File: src/rtl/spiking_pkg.sv
// Shared widths and neuron state encoding for the spiking datapath.
package spiking_pkg;

   localparam int DATA_W_DEF = 16;
   localparam int MEM_W_DEF  = 24;

   typedef enum logic {
      ST_INT = 1'b0,
      ST_REF = 1'b1
   } lif_state_t;

endpackage

File: src/rtl/lif_sat_add.sv
// Signed saturating adder: the result clamps to the W-bit two's-complement range.
module lif_sat_add #(
   parameter int W = 24
) (
   input  logic [W-1:0] a,
   input  logic [W-1:0] b,
   output logic [W-1:0] y
);

   logic [W:0] s;
   logic       ovf;

   // One guard bit: overflow occurred exactly when it differs from the sign bit.
   assign s   = {a[W-1], a} + {b[W-1], b};
   assign ovf = s[W] ^ s[W-1];
   assign y   = !ovf ? s[W-1:0]
              : s[W] ? {1'b1, {(W-1){1'b0}}}
              :        {1'b0, {(W-1){1'b1}}};

endmodule

File: src/rtl/lif_neuron.sv
// Leaky integrate-and-fire neuron: accumulates partial sums per timestep,
// fires on threshold, applies leak and refractory hold-off.
module lif_neuron
   import spiking_pkg::*;
#(
   parameter int DATA_W = DATA_W_DEF,
   parameter int MEM_W  = MEM_W_DEF,
   parameter int REF_W  = 4
) (
   input  logic              clk,
   input  logic              rstn,
   input  logic              in_valid,
   output logic              in_ready,
   input  logic [DATA_W-1:0] in_data,
   input  logic              in_last,
   input  logic [MEM_W-1:0]  cfg_thresh,
   input  logic [3:0]        cfg_leak,
   input  logic [REF_W-1:0]  cfg_refrac,
   output logic              out_valid,
   input  logic              out_ready,
   output logic              out_spike,
   output logic [MEM_W-1:0]  out_mem,
   output logic [15:0]       spike_cnt
);

   lif_state_t              state, state_nxt;
   logic signed [MEM_W-1:0] mem, mem_nxt, sum, leaked, in_ext;
   logic [REF_W-1:0]        ref_cnt;
   logic                    xfer, close, fire;

   // Holding a result blocks new input, which is what freezes the neuron under backpressure.
   assign in_ready = !out_valid;
   assign xfer     = in_valid && in_ready;
   assign close    = xfer && in_last;
   assign in_ext   = MEM_W'($signed(in_data));

   lif_sat_add #(.W(MEM_W)) u_sat_add (
      .a (mem),
      .b (in_ext),
      .y (sum)
   );

   assign leaked = sum - (sum >>> cfg_leak);

   always_comb begin
      // NOTE: every output of this block gets a default first so no path can infer a latch.
      state_nxt = state;
      mem_nxt   = mem;
      fire      = 1'b0;
      if (xfer) begin
         if (state == ST_INT) begin
            mem_nxt = sum;
            if (in_last) begin
               fire = (sum >= $signed(cfg_thresh));
               if (fire) begin
                  mem_nxt = '0;
                  if (cfg_refrac != '0)
                     state_nxt = ST_REF;
               end else if (cfg_leak != 4'd0) begin
                  mem_nxt = leaked;
               end
            end
         end else if (in_last && ref_cnt == REF_W'(1)) begin
            state_nxt = ST_INT;
         end
      end
   end

   always_ff @(posedge clk) begin
      // NOTE: sequential state uses non-blocking assignments so all registers update together.
      if (!rstn) begin
         state <= ST_INT;
         mem   <= '0;
      end else begin
         state <= state_nxt;
         mem   <= mem_nxt;
      end
   end

   // The refractory counter only moves on timestep close.
   always_ff @(posedge clk) begin
      if (!rstn)
         ref_cnt <= '0;
      else if (close) begin
         if (state == ST_INT) begin
            if (fire)
               ref_cnt <= cfg_refrac;
         end else begin
            ref_cnt <= ref_cnt - REF_W'(1);
         end
      end
   end

   always_ff @(posedge clk) begin
      if (!rstn) begin
         out_valid <= 1'b0;
         out_spike <= 1'b0;
         out_mem   <= '0;
      end else if (close) begin
         out_valid <= 1'b1;
         out_spike <= fire;
         out_mem   <= mem_nxt;
      end else if (out_valid && out_ready) begin
         out_valid <= 1'b0;
      end
   end

   always_ff @(posedge clk) begin
      if (!rstn)
         spike_cnt <= '0;
      else if (close && fire && spike_cnt != 16'hFFFF)
         spike_cnt <= spike_cnt + 16'd1;
   end

endmodule

File: config.mk
export PLATFORM = sky130hd
export DESIGN_NAME = lif_neuron
export DESIGN_NICKNAME = d
export VERILOG_FILES = /design/src/rtl/spiking_pkg.sv /design/src/rtl/lif_sat_add.sv /design/src/rtl/lif_neuron.sv
export SDC_FILE = /design/constraint.sdc
export NUM_CORES = 1
export LEC_CHECK = 0
export ABC_AREA = 1
export CAP_MARGIN = 0
export CORE_AREA = 5 5 126 128
export CTS_CLUSTER_DIAMETER = 80
export DETAILED_ROUTE_END_ITERATION = 7
export DIE_AREA = 0 0 131 133
export HOLD_SLACK_MARGIN = 0.02
export PLACE_DENSITY = 0.81
export SYNTH_ARGS = -nofsm -noshare
export SYNTH_HDL_FRONTEND = slang
export SYNTH_SLANG_ARGS = --single-unit
File: constraint.sdc
create_clock -name clk -period 14.1 [get_ports clk]
set_clock_uncertainty 0.2 [all_clocks]
set_input_delay 1.41 -clock clk [delete_from_list [all_inputs] [get_ports clk]]
set_output_delay 1.41 -clock clk [all_outputs]
set_load 0.02 [all_outputs]
==> metrics.md <==
| Metric | Value |
|---|---|
| Die Width | 131 um |
| Core ar. | 14750 um2 |
| Crit start category | input port |
| Post-layout min period | 7.930 ns |
| Row cnt | 45 |
| Clk slew on worst S/H paths | 0.06 ns |
| Gr ovfl total | 0 |
| Hold_buf cts | 0 |
| H-Tree Depth | 3 |
| Final HPWL DP | 23090 um |
| Most frequent CP cell | nand2_1 |
| Area occupied by multi-input gates | 5869 um2 |
| GP Congestion | 1.009 |
| Mapped Nets | 1582 |
| FF+latch count, synth | 71 |
| Setup Buffers After CTS | 0 |
| TritonCTS clock tree | done |
| Simple-Gate Fraction of Synth Area | 43.34% |
| DR iter-0 viols | 1044 |
| IO Count | 96 |
| Vias | 9835 |
| Compound-Gate Fraction of Synth Area | 13.67% |
| Req. time, crit path | 14.16 ns |
| Final setup viols | 0 |
| Vias in the first global route | 8972 |
| Layout Area Growth over Synthesis | 15.53% |
| CP max stage cell | nand3_2 |
| Fmax | 126.1 MHz |
| Register area share after synthesis | 17.16% |
| Filler instances | 1448 |
| Async SR Flop Fraction | 0% |
| Arr. time, crit path | 7.99 ns |
| Initial antenna violation count | 0 |
| Die Ht | 133 um |
| Ys Warns | 0 |
| # DRC | 4 |
| Status | finished, violations left |
| Post-Synth XOR/XNOR Area | 1.798% |
| Total length of routed wires | 28940 um |
| Post-layout nets | 1647 |
| Failing checks | DRC |
| Slew @ Worst Pin | 1.055 ns |
| Final slew viol count | 0 |
| Max cap viols | 0 |
| Hold Path Class | flip-flop to flip-flop |
| Number of port buffers | 95 |
| Number of synthesized flops with an enable pin | 0 |
| Setup CP Type | input port to flip-flop |
| CTS max path bufs | 2 |
| Antenna diodes | 0 |
| Period utilization | 56.24% |
| Sequential cell area | 1421 um2 |
| Multiplexer area fraction after synthesis | 0% |
| Synth cell types | 40 |
| Adder-cell share of the synthesized area | 11.96% |
| First-pass GRT wire length | 45530 um |
| Initial core utilization | 56.15% |
| WL per Instance | 16.94 um |
| Post_cts resized | 0 |
| Total global-route track usage | 32.68% |
| DRT Pass-1 Iters | 8 |
| Crit-path max FO | 60 |
| Largest family of logic cells by synthesized area | simple AND/OR/NAND/NOR gates |
| Relative max-transition margin | 29.49% |
| Clk sinks | 71 |
| Largest stage delay on the critical path | 0.84 ns |
| Post-Synthesis Cell Area | 8283 um2 |
| Vias/cell | 5.755 |
| CP endpoint kind | flip-flop |
| Final ANT Viol Nets | 0 |
| Clock Latency Late Sink | 0.33 ns |
| Final Hold Fails | 0 |
| Main synth FF type | dfxtp_1 |
| Post-synthesis cell count | 1451 |
| Syn_area_per_cell | 5.708 um2 |
| Largest net degree at the start of global routing | 61 |
| CTS Buf Count | 9 |
| Clk root buf | clkbuf_16 |
| Fraction of layout cells with a size suffix above 1 | 3.222% |
| RSZ-0062 raised after global routing | no |
| Die area | 17420 um2 |
| Setup TNS | 0 ns |
[kinds of logic after synthesis]
group                    count (synthesis)
adder cells (fa/ha/maj)                 78
flip-flops                              71
AO/OA/AOI/OAI                          210
AND/OR/NAND/NOR                        820
buffers and inverters                  255
XOR/XNOR                                17
[worst paths after layout]
path / start / end / slack (ns) / cells past startpoint
worst max register to register: mem[8]$_SDFF_PN0_ / out_mem[23]$_SDFFE_PN0P_ / 7.54 / 34
worst min-delay path: spike_cnt[5]$_SDFFE_PN0P_ / spike_cnt[5]$_SDFFE_PN0P_ / 0.29 / 2
worst min register to register: spike_cnt[5]$_SDFFE_PN0P_ / spike_cnt[5]$_SDFFE_PN0P_ / 0.29 / 2
worst max-delay path: in_data[15] / out_mem[23]$_SDFFE_PN0P_ / 6.17 / 35
[state kept, by name, indices dropped and copies added (netlist names)]
register and cells:
ref_cnt 4, state 1, mem 24, out_mem 24, out_spike 1, spike_cnt 16, out_valid 1
[synthesized netlist by cell type, drive strengths merged (2+ instances only)]
library cell / instances / area (um2)
ha: 76 / 950.9
dfxtp: 71 / 1421
buf: 21 / 121.4
and2: 5 / 31.28
o21ai: 69 / 345.3
fa: 2 / 40.04
nand4: 30 / 187.7
nor3b: 2 / 26.28
clkbuf: 24 / 90.09
clkinv: 2 / 7.510
xnor2: 3 / 26.28
o21a: 19 / 142.6
xor2: 14 / 122.6
a21o: 5 / 37.54
nor4: 3 / 18.77
inv: 208 / 780.8
o21bai: 4 / 30.03
a21oi: 110 / 554.3
nand3b: 8 / 60.06
nand2: 445 / 1690
nor2: 85 / 326.6
nor3: 14 / 75.07
nand3: 211 / 1066
or2: 16 / 100.1
[critical path, delay by kind of cell]
family          cells  cell delay (ns)
buf+inv             3             0.74
simple gates       21             3.37
compound gates      7             0.99
fa+ha+maj           3             1.24
xor+xnor            1             0.20
[per-stage QoR]
step | hold slack [ns] | std cells | area, um2 | worst slack [ns] | util, %
floorplan | 0.2650 | 1451 | 8283 | 8.021 | -
CTS | 0.2973 | 1709 | 9569 | 6.316 | 64.87
global route | 0.3180 | 1709 | 9569 | 5.451 | 64.87
global placement | 0.2846 | 1693 | 9295 | 6.100 | 63.01
finish | 0.2948 | 1709 | 9569 | 6.170 | 64.87
detailed placement | 0.2869 | 1693 | 9295 | 5.991 | 63.01
[layout make-up]
cell class / instances / share of cell area, %
multi-input combinational: 1125 / 61.34
tap: 188 / 2.458
timing repair buffer: 99 / 10.25
clock buffer: 10 / 2.393
sequential: 71 / 14.85
clock inverter: 6 / 0.4707
inverter: 210 / 8.237
[routing by layer]
metal  global-route usage, %  routed length (um)  share of wire [%]  up-vias
li1                        -                   -                  -     4866
met1                   44.70               12560                 43     4412
met2                   52.12               13000                 45      477
met3                   4.199                2162                7.5       80
met4                   12.11                1221                4.2        0
met5                       0                   0                  0        -
[layout by cell type, fill, tap and decap left out, types with 5 or more instances in the layout]
| cell | count |
|---|---|
| nand2_1 | 441 |
| nand3_1 | 209 |
| inv_1 | 207 |
| a21oi_1 | 109 |
| clkdlybuf4s50_1 | 95 |
| nor2_1 | 81 |
| ha_1 | 76 |
| dfxtp_1 | 71 |
| o21ai_0 | 68 |
| nand4_1 | 30 |
| o21a_1 | 19 |
| or2_2 | 16 |
| xor2_1 | 14 |
| nor3_1 | 13 |
| clkbuf_16 | 9 |
| nand3b_1 | 8 |
| and2_1 | 5 |
| a21o_1 | 5 |
Power is left out: the tool's default activity adds up to more than one toggle a clock period on the data nets, which glitch-free logic cannot reach.
==> RTL edit 1 (config.mk and constraints unchanged) <==
The parameter `REF_W` goes from 4 to 5.
--- a/src/rtl/lif_neuron.sv
+++ b/src/rtl/lif_neuron.sv
@@ -5,7 +5,7 @@
 #(
    parameter int DATA_W = DATA_W_DEF,
    parameter int MEM_W  = MEM_W_DEF,
-   parameter int REF_W  = 4
+   parameter int REF_W  = 5
 ) (
    input  logic              clk,
    input  logic              rstn,
Interface: changed (resized cfg_refrac); port bits go from 96 to 97. The function was not compared with the original's and may differ.
==> RTL edit 1 against the original RTL <==
Count of clock-buffer cells in the layout fell by 1; synthesized area grew 2.2%; setup slack better by 0.32 ns; synthesized cell count increased by 0.96%; sequential cell count is 1 higher; non-clock buffer count did not move; cell area increased by 1.6%; critical path type unchanged; highest routed layer unchanged; worst hold slack lost 0.0088 ns; routed wire length fell by 2.2%.
Power is left out: the tool's default activity adds up to more than one toggle a clock period on the data nets, which glitch-free logic cannot reach.
==> RTL edit 1: results (changes against the original RTL) <==
- Drt total wl: 28.3 mm (was 28.9 mm)
- Clock latency on the worst-skew pair: 0.33 ns (about the same)
- Number of global-route vias before repair: 8,779 (was 8,972)
- CTS Buf Count: 9 (unchanged)
- Initial antenna violation count: 0 (unchanged)
- Outcome: completed (was complete, but fails checks)
- Distinct cells, synth: 43 (was 40)
- Top FF cell, synth: dfxtp_1 (unchanged)
- Top cells by area, synth: nand2_1, dfxtp_1, nand3_1 (unchanged)
- Ant diodes: 0 (unchanged)
- Hold WS: 0.286 ns (was 0.295 ns)
- DRT iter0 DRCs: 1,049 (was 1,044)
- Global-route met1 utilization: 45.3% (was 44.7%)
- Top cells by count, synth: nand2_1, nand3_1, inv_1, a21oi_1, nor2_1 (unchanged)
- First-pass GRT wire length: 44.5 mm (was 45.5 mm)
- Port bufs: 96 (was 95)
- Max Root-Sink Buffers: 2 (unchanged)
- All-layer global routing usage: 31.8% (was 32.7%)
- Min-delay worst type: reg2reg (unchanged)
- Fillers: 1,434 (was 1,448)
- Asr flop ratio synth: 0% (unchanged)
- CP max stage cell: clkdlybuf4s50_1 (was nand3_2)
- Met2 GRT Util: 47.1% (was 52.1%)
- Mux contribution to synthesized area: 0% (unchanged)
- DP HPWL: 22.7 mm (was 23.1 mm)
- Synth warnings: 0 (unchanged)
- Compound-Gate Fraction of Synth Area: 13.4% (was 13.7%)
- Post-CTS setup buffers: 0 (unchanged)
- WP data arrival: 7.59 ns (was 7.99 ns)
- GRT met3 Usage: 4.68% (was 4.20%)
- Post-synthesis area per instance: 5.78 um2 (was 5.71 um2)
- Synth Area in Adders: 11.7% (was 12.0%)
- Register area share after synthesis: 17.0% (was 17.2%)
- Vias per cell: 5.71 (was 5.75)
- GP Congestion: 1.01 (about the same)
- Layout cells sized above 1: 4.31% (was 3.22%)
- DRT Pass-1 Iters: 6 (was 8)
- Slew headroom: 28.3% (was 29.5%)
- Syn_nets: 1,597 (was 1,582)
- Worst-path clk slew: 0.06 ns (about the same)
- Root buf cell: clkbuf_16 (unchanged)
- CP max stage delay: 0.62 ns (was 0.84 ns)
- Largest net degree at the start of global routing: 59 (was 61)
- Flop-to-flop setup slack: 7.88 ns (was 7.54 ns)
- Wire per inst: 16.4 um (was 16.9 um)
- CP max FO: 58 (was 60)
- H-tree levels: 3 (unchanged)
- Largest registers: mem x24, out_mem x24, spike_cnt x16 (unchanged)
- Post-cts resize count: 0 (unchanged)
- Synth Area in XOR/XNOR: 2.07% (was 1.80%)
## RTL edit 1: metal layers
| metal | vias up | share of wire [%] |
|---|---|---|
| li1 | 4921 | - |
| met1 | 4376 | 44 |
| met2 | 444 | 43 |
| met3 | 83 | 8.0 |
| met4 | 0 | 5.0 |
| met5 | - | 0 |
## RTL edit 1: path summary, 6_finish.rpt
kind,from,endpoint,cells past startpoint
max,in_data[15],out_mem[22],34
min reg2reg,ref_cnt[3],ref_cnt[3],2
max reg2reg,mem[9],out_mem[22],33
min,ref_cnt[3],ref_cnt[3],2
## RTL edit 1: cell families after synthesis
family                     after synthesis
AOI/OAI and AO/OA                      207
xor gates and xnor gates                20
adders and majority gates               78
buffers and inverters                  258
DFF                                     72
and+or+nand+nor                        830
## RTL edit 1: critical path: cells and delay by family
kind                     cells  cell delay (ns)
AO/OA/AOI/OAI                6             0.89
XOR/XNOR                     1             0.20
adder cells (fa/ha/maj)      3             1.27
buffers and inverters        2             0.69
AND/OR/NAND/NOR             22             3.12
## RTL edit 1: metrics by stage
step	area, um2	worst slack [ns]	utilization (%)
after detailed placement	9440	6.27	64.0
after CTS	9730	6.63	65.9
after global placement	9440	6.39	64.0
after floorplan	8470	8.14	-
final	9730	6.49	65.9
after global routing	9730	5.82	65.9
## RTL edit 1: layout make-up
| type | count | share of cell area [%] |
|---|---|---|
| clock inverters | 7 | 0.605 |
| clock buffers | 9 | 2.32 |
| well taps | 188 | 2.42 |
| inverters | 211 | 8.17 |
| repair buffers | 99 | 10.1 |
| multi-input cells | 1135 | 61.6 |
| flip-flops and latches | 72 | 14.8 |
==> RTL edit 2 (same settings) <==
Without the edit above. `mem` no longer has a reset.
--- a/src/rtl/lif_neuron.sv
+++ b/src/rtl/lif_neuron.sv
@@ -70,11 +70,13 @@
       // NOTE: sequential state uses non-blocking assignments so all registers update together.
       if (!rstn) begin
          state <= ST_INT;
-         mem   <= '0;
       end else begin
          state <= state_nxt;
-         mem   <= mem_nxt;
       end
+   end
+
+   always_ff @(posedge clk) begin
+      mem <= mem_nxt;
    end
 
    // The refractory counter only moves on timestep close.
Function: changed (a bounded check fails within 4 cycles, from zero or initial values and one cycle with rstn low).
==> RTL edit 2 against the original RTL <==
Sequential share of layout area down 0.40 points; routed wire length up 0.41%; maximum frequency fell by 0.66%; cell area grew 2.8%; sequential cell count unchanged; setup slack worse by 0.053 ns; critical path depth is 3 lower; synthesized area rose by 3.3%; final cell count is 1.9% higher; via count increased by 1.1%; highest routed layer unchanged.
Power is left out: the tool's default activity adds up to more than one toggle a clock period on the data nets, which glitch-free logic cannot reach.
==> RTL edit 2: results (changes against the original RTL) <==
- Outcome: completed (was complete, but fails checks)
- Fillers: 1,457 (was 1,448)
- CP max stage delay: 0.63 ns (was 0.84 ns)
- Drt total wl: 29.1 mm (was 28.9 mm)
- GP Congestion: 1.00 (was 1.01)
- Root buf cell: clkbuf_16 (unchanged)
- Register area share after synthesis: 16.6% (was 17.2%)
- DP HPWL: 23.5 mm (was 23.1 mm)
- Syn_nets: 1,616 (was 1,582)
- R2R depth: 31 (was 34)
- Vias per cell: 5.71 (was 5.75)
- First-pass GRT wire length: 45.8 mm (was 45.5 mm)
- Ant diodes: 0 (unchanged)
- All-layer global routing usage: 33.0% (was 32.7%)
- Number of global-route vias before repair: 9,042 (was 8,972)
- GRT met3 Usage: 5.49% (was 4.20%)
- Global-route met1 utilization: 46.1% (was 44.7%)
- H-tree levels: 3 (unchanged)
- Post-synthesis area per instance: 5.76 um2 (was 5.71 um2)
- Worst-path clk slew: 0.06 ns (about the same)
- Distinct cells, synth: 45 (was 40)
- Post-CTS setup buffers: 0 (unchanged)
- Met2 Routed Length: 12.9 mm (was 13.0 mm)
- Synth warnings: 0 (unchanged)
- Dpl ws: 5.96 ns (was 5.99 ns)
- Hold WS: 0.283 ns (was 0.295 ns)
- Top cells by count, synth: nand2_1, nand3_1, inv_1, nor2_1, a21oi_1 (was nand2_1, nand3_1, inv_1, a21oi_1, nor2_1)
- Crit path to: spike_cnt[14] (was out_mem[23])
- Setup crit start: in_data[15] (unchanged)
- Max Root-Sink Buffers: 2 (unchanged)
- Asr flop ratio synth: 0% (unchanged)
- Worst Hold End: mem[3] (was spike_cnt[5])
- Flop-to-flop setup slack: 7.47 ns (was 7.54 ns)
- Min-delay worst type: reg2reg (unchanged)
- Metal3 WL: 2.56 mm (was 2.16 mm)
- Met2 GRT Util: 50.8% (was 52.1%)
- Initial antenna violation count: 0 (unchanged)
- Hold_sp: mem[3] (was spike_cnt[5])
- DRT iter0 DRCs: 1,057 (was 1,044)
- Slew headroom: 28.4% (was 29.5%)
- CTS Buf Count: 9 (unchanged)
- Port bufs: 95 (unchanged)
- Placed cell areas: 0.00953 mm2 (was 0.00930 mm2)
- CP max stage cell: clkdlybuf4s50_1 (was nand3_2)
- Reg2reg end: spike_cnt[14] (was out_mem[23])
- Top cells by area, synth: nand2_1, dfxtp_1, nand3_1 (unchanged)
- Layout cells sized above 1: 4.18% (was 3.22%)
- Largest registers: mem x24, out_mem x24, spike_cnt x16 (unchanged)
- Top FF cell, synth: dfxtp_1 (unchanged)
- WL met1: 12.5 mm (was 12.6 mm)
- Largest net degree at the start of global routing: 67 (was 61)
- FMAX: 125 MHz (was 126 MHz)
- CP max FO: 66 (was 60)
- DRT Pass-1 Iters: 6 (was 8)
- Worst Hold Depth: 2 (unchanged)
- Post-Layout Cell Count: 1,742 (was 1,709)
- Worst r2r src: mem[10] (was mem[8])
- WP data arrival: 7.97 ns (was 7.99 ns)
- Clock latency on the worst-skew pair: 0.33 ns (about the same)
==> RTL edit 2: cell type report <==
| type | instances | area (um2) | area share [%] |
|---|---|---|---|
| flip-flops and latches | 71 | 1420 | 14.4 |
| repair buffers | 98 | 973 | 9.90 |
| well taps | 188 | 235 | 2.39 |
| inverters | 217 | 816 | 8.29 |
| multi-input cells | 1152 | 6090 | 61.9 |
| clock inverters | 7 | 78.8 | 0.801 |
| clock buffers | 9 | 225 | 2.29 |
==> RTL edit 2: worst max-delay path: cells and delay by family <==
family | cells | cell delay, ns
AO/OA/AOI/OAI | 3 | 0.30
XOR/XNOR | 1 | 0.22
adder cells (fa/ha/maj) | 3 | 1.31
buffers and inverters | 6 | 1.29
AND/OR/NAND/NOR | 19 | 3.39
==> RTL edit 2: kinds of logic after synthesis <==
kind of cell | synth area share (%)
AOI/OAI and AO/OA | 11.4
xor gates and xnor gates | 2.25
buffers and inverters | 12.4
DFF | 16.6
adders and majority gates | 11.6
and+or+nand+nor | 45.8
